File: config.mk
export PLATFORM = sky130hd
export DESIGN_NAME = regfile_host_if
export DESIGN_NICKNAME = d
export VERILOG_FILES = /design/src/rtl/regfile_host_if.sv
export SDC_FILE = /design/constraint.sdc
export NUM_CORES = 1
export LEC_CHECK = 0
export BUFFER_PORTS_ARGS = -buffer_cell sky130_fd_sc_hd__buf_2
export CAP_MARGIN = 25
export CORE_ASPECT_RATIO = 0.7
export CORE_MARGIN = 4
export CORE_UTILIZATION = 40
export CTS_BUF_LIST = sky130_fd_sc_hd__clkbuf_16
export CTS_CLUSTER_DIAMETER = 200
export CTS_CLUSTER_SIZE = 12
export DETAILED_ROUTE_END_ITERATION = 10
export HOLD_SLACK_MARGIN = 0.05
export SLEW_MARGIN = 5
export SYNTH_ARGS = -nofsm -noshare
export SYNTH_HDL_FRONTEND = slang
export SYNTH_SLANG_ARGS = --single-unit
File: constraint.sdc
create_clock -name clk -period 5.7 [get_ports clk]
set_input_delay 0.855 -clock clk [delete_from_list [all_inputs] [get_ports clk]]
set_output_delay 0.855 -clock clk [all_outputs]
set_load 0.01 [all_outputs]
File: src/rtl/regfile_host_if.sv
// Byte-stream host interface to a register file.
// Commands: 0x57 addr data -> write, ACK 0xAC; 0x52 addr -> read, returns data;
// any other opcode -> NAK 0xEE. A stalled command is aborted after TIMEOUT_CYCLES
// idle cycles between bytes.
module regfile_host_if #(
  parameter int unsigned TIMEOUT_CYCLES = 255
) (
  input  logic       clk,
  input  logic       rst,
  input  logic [7:0] in_data,
  input  logic       in_valid,
  output logic       in_ready,
  output logic [7:0] out_data,
  output logic       out_valid,
  input  logic       out_ready,
  output logic [7:0] rf_addr,
  output logic [7:0] rf_din,
  output logic       rf_wen,
  output logic       rf_ren,
  input  logic [7:0] rf_dout,
  output logic       timeout
);

  localparam logic [7:0] OpWrite = 8'h57;
  localparam logic [7:0] OpRead  = 8'h52;
  localparam logic [7:0] RespAck = 8'hAC;
  localparam logic [7:0] RespNak = 8'hEE;
  localparam logic [8:0] TimeoutLim = 9'(TIMEOUT_CYCLES);

  typedef enum logic [2:0] {
    StIdle,
    StGetAddr,
    StGetData,
    StWrite,
    StRead,
    StResp
  } state_e;

  state_e     state_q, state_d;
  logic       op_wr_q, op_wr_d;
  logic [7:0] addr_q, addr_d;
  logic [7:0] data_q, data_d;
  logic [7:0] resp_q, resp_d;
  logic [7:0] cnt_q, cnt_d;

  logic       accepting;
  logic       in_xfer;
  logic       wen_int;
  logic       ren_int;
  logic       tout_int;
  logic [8:0] cnt_inc;

  assign accepting = (state_q == StIdle) || (state_q == StGetAddr) || (state_q == StGetData);
  assign in_xfer   = in_valid && accepting;
  assign cnt_inc   = {1'b0, cnt_q} + 9'd1;

  // State and datapath registers, synchronous reset.
  always_ff @(posedge clk) begin
    if (rst) begin
      state_q <= StIdle;
      op_wr_q <= 1'b0;
      addr_q  <= 8'h00;
      data_q  <= 8'h00;
      resp_q  <= 8'h00;
      cnt_q   <= 8'h00;
    end else begin
      state_q <= state_d;
      op_wr_q <= op_wr_d;
      addr_q  <= addr_d;
      data_q  <= data_d;
      resp_q  <= resp_d;
      cnt_q   <= cnt_d;
    end
  end

  // Next-state, latch enables, strobes and inter-byte timeout.
  always_comb begin
    state_d  = state_q;
    op_wr_d  = op_wr_q;
    addr_d   = addr_q;
    data_d   = data_q;
    resp_d   = resp_q;
    cnt_d    = 8'h00;
    wen_int  = 1'b0;
    ren_int  = 1'b0;
    tout_int = 1'b0;

    unique case (state_q)
      StIdle: begin
        if (in_xfer) begin
          if (in_data == OpWrite) begin
            op_wr_d = 1'b1;
            state_d = StGetAddr;
          end else if (in_data == OpRead) begin
            op_wr_d = 1'b0;
            state_d = StGetAddr;
          end else begin
            resp_d  = RespNak;
            state_d = StResp;
          end
        end
      end
      StGetAddr, StGetData: begin
        if (in_xfer) begin
          if (state_q == StGetAddr) begin
            addr_d  = in_data;
            state_d = op_wr_q ? StGetData : StRead;
          end else begin
            data_d  = in_data;
            state_d = StWrite;
          end
        end else if (cnt_inc >= TimeoutLim) begin
          // Abort silently: no register access, no response.
          tout_int = 1'b1;
          state_d  = StIdle;
        end else begin
          cnt_d = cnt_inc[8] ? 8'hFF : cnt_inc[7:0];
        end
      end
      StWrite: begin
        wen_int = 1'b1;
        resp_d  = RespAck;
        state_d = StResp;
      end
      StRead: begin
        ren_int = 1'b1;
        resp_d  = rf_dout;
        state_d = StResp;
      end
      StResp: begin
        if (out_ready) begin
          state_d = StIdle;
        end
      end
      default: state_d = StIdle;
    endcase
  end

  // Outputs are forced to reset values while rst is high so a stale state
  // never leaks a strobe or response during reset.
  always_comb begin
    in_ready  = !rst && accepting;
    out_valid = !rst && (state_q == StResp);
    out_data  = rst ? 8'h00 : resp_q;
    rf_addr   = rst ? 8'h00 : addr_q;
    rf_din    = rst ? 8'h00 : data_q;
    rf_wen    = !rst && wen_int;
    rf_ren    = !rst && ren_int;
    timeout   = !rst && tout_int;
  end

endmodule
==> impl_metrics.csv <==
group,metric,value,unit
timing,rsz0062_at_grt,"false",
clock_tree,cts_setup_buffers,0,
die,die_h,65.79,um
drt,drc,0,
global_route,gr-usage-all-layers,14.44,%
layout,diodes,0,
yosys,syn-num-nets,247,
placed_design,globalplace.congestion,0.8106,
clock_tree,hold_buffers,0,
yosys,ys_types,45,
yosys,synth_top_area_share,37.77,%
global_route,grt_overflow,0,
yosys,synth_warnings,0,
global_route,grt_max_degree,58,
setup_path,crit_fanout,11,
flow_run,cap_viol_max_count,0,
clock_tree,tritoncts,"built",
yosys,synth-seq-cells,36,
setup_path,worst_setup_path_end_kind,"primary output",
clock_tree,clock_tree.root_cell,"clkbuf_16",
setup_path,critical_path_class,"flip-flop to primary output",
drt,wl_per_cell,13.01,um
global_route,grt_pass1_vias,1390,
drt,ant_nets,0,
placed_design,port_buffers,48,
yosys,synthTopCellsByCount,"dfxtp_1 (36), nor2_1 (34), nor2b_1 (24)",
setup_path,required,4850,ps
timing,period_share,56.65,%
die,initial_core_util,42.60,%
timing,finalSetupViolCount,0,
power,power,630.1,uW
timing,hold_viol,0,
power,power_density,275.0,nW/um^2
clock_tree,ctsHtreeMaxLevel,2,
timing,fin_setup_tns,0,ps
timing,finalClockSkew,4.234,ps
layout,layout-drive-gt1-share,25.09,%
clock_tree,cts_resized,0,
yosys,synth_top_area_cell,"dfxtp_1",
setup_path,crit_arrival,2370,ps
placed_design,dpl.cell_count,314,
yosys,synthArstFlopShare,0,%
clock_tree,numCtsBuffers,5,
die,die-area,5957,sq um
drt,vias,1584,
drt,drt-initial-drc-count,71,
die,die_w,90.55,um
drt,routed_via_density,4.919,
layout,stdcell_count,322,
yosys,synth_edf_count,0,
yosys,syn_avg_cell_area,8.480,sq um
die,num_io_pins,49,
power,ir_drop,0.1502,mV
layout,fin_nets,288,
min_path,hold_class,"flip-flop to flip-flop",
timing,worst_slew_pin_slew,969.6,ps
yosys,synth_cells,225,
yosys,yosysMostFrequentCell,"dfxtp_1",
global_route,antenna_found_initial,0,
yosys,yosysSeqAreaShare,37.77,%
clock_tree,cts_buffer_depth,2,
clock_tree,worstSkewPairLatency,270,ps
yosys,synth.area.top_cells,"dfxtp_1 (38%), mux2i_1 (8.4%), nor2b_1 (7.9%)",
yosys,synth_area,1908,sq um
timing,slew_headroom,35.36,%
power,leakage,0.8975,nW
timing,fin_crit,3229,ps
timing,slew_violations,0,
placed_design,place_hpwl,3.022,mm
clock_tree,cts.clk_slew.worst_paths,50,ps
yosys,synthFlopType,"dfxtp_1",
setup_path,setup.worst_path.start_class,"flip-flop",
drt,dr.pass1.iters,4,
timing,fmax,309.7,MHz
layout,area_growth,20.07,%
global_route,grt_pass1_wl,6.810,mm
die,core,4479,sq um
clock_tree,clock-sinks,36,
outcome,outcome,"finished clean",
drt,routed_wl,4.190,mm
die,rows,20,
-- registers in the layout, indices dropped and copies added (netlist names) --
| register | cells |
|---|---|
| addr_q | 8 |
| cnt_q | 8 |
| data_q | 8 |
| op_wr_q | 1 |
| resp_q | 8 |
| state_q | 3 |
-- layer usage --
layer	up-vias	share of wire, %	track usage [%]	routed length [um]
met5	-	0	0	0
met4	0	0.95	4.580	40
met3	5	5.8	5.233	244
met2	30	38	18.84	1598
met1	700	55	21.43	2306
li1	849	-	-	-
-- power breakdown --
group          switching [mW]  internal, mW  total, mW  leakage (nW)
logic                  0.0524        0.0407     0.0931         0.531
clock network          0.0965         0.157      0.254        0.0738
registers              0.0158         0.268      0.283         0.293
-- final timing paths --
path	slack [ps]	from	endpoint	cells after the start
max	2470	cnt_q[0]$_SDFF_PP0_	timeout	7
max reg2reg	3650	cnt_q[0]$_SDFF_PP0_	state_q[0]$_SDFFE_PP0P_	6
min	460	resp_q[7]$_SDFFE_PP0P_	resp_q[7]$_SDFFE_PP0P_	1
min reg2reg	460	resp_q[7]$_SDFFE_PP0P_	resp_q[7]$_SDFFE_PP0P_	1
-- logic make-up after synthesis --
| kind of cell | synth area share, % |
|---|---|
| buf+inv | 5.246 |
| fa+ha+maj | 1.311 |
| simple gates | 31.15 |
| flops | 37.77 |
| compound gates | 11.41 |
| mux | 8.983 |
| xor+xnor | 4.131 |
-- through the flow --
stage / util (%) / cell area (sq um) / hold slack (ps) / setup WS, ps
after floorplan: - / 1908 / 433.0 / 3243
after global placement: 48.10 / 2155 / 440.9 / 2679
after detailed placement: 48.10 / 2155 / 447.5 / 2656
after CTS: 51.15 / 2291 / 460.2 / 2446
after global routing: 51.15 / 2291 / 483.7 / 2246
final: 51.15 / 2291 / 457.8 / 2471
-- layout make-up --
| cell class | instances | area, sq um |
|---|---|---|
| clock inverter | 3 | 11.26 |
| multi-input combinational | 166 | 1087 |
| inverter | 8 | 30.03 |
| fill | 436 | 2188 |
| sequential | 36 | 720.7 |
| tap | 55 | 68.82 |
| timing repair buffer | 49 | 247.7 |
| clock buffer | 5 | 125.1 |
-- layout by cell type, fill, tap and decap left out, types with 2 or more instances in the layout --
cell type  synthesis  routed
clkbuf_16          0       5
o21a_1             4       4
nor3_2             6       6
xor2_1             3       3
dfxtp_1           36      36
a21oi_1            8       8
ha_1               2       2
o211ai_1           4       4
nand4b_1           2       2
nor2b_1           24      24
nand2b_1           3       3
xnor2_1            6       6
inv_1              8      10
buf_2              4      48
nor4_1             4       4
nand3_1            6       6
nand2_1            9       9
nor3b_1            3       3
nor2_1            34      34
a31oi_1            2       2
o21ai_0            3       3
nor3_1             8       8
mux2i_1           16      16
-- critical path: stages (launching register included) --
cell      delay, ps
dfxtp_1         400
ha_1            250
nand2b_1         70
nor4_1          170
a311oi_1         90
nor3_2          780
o21ba_2         210
buf_2           120
Note: power is estimated with default switching activity, not from simulation.
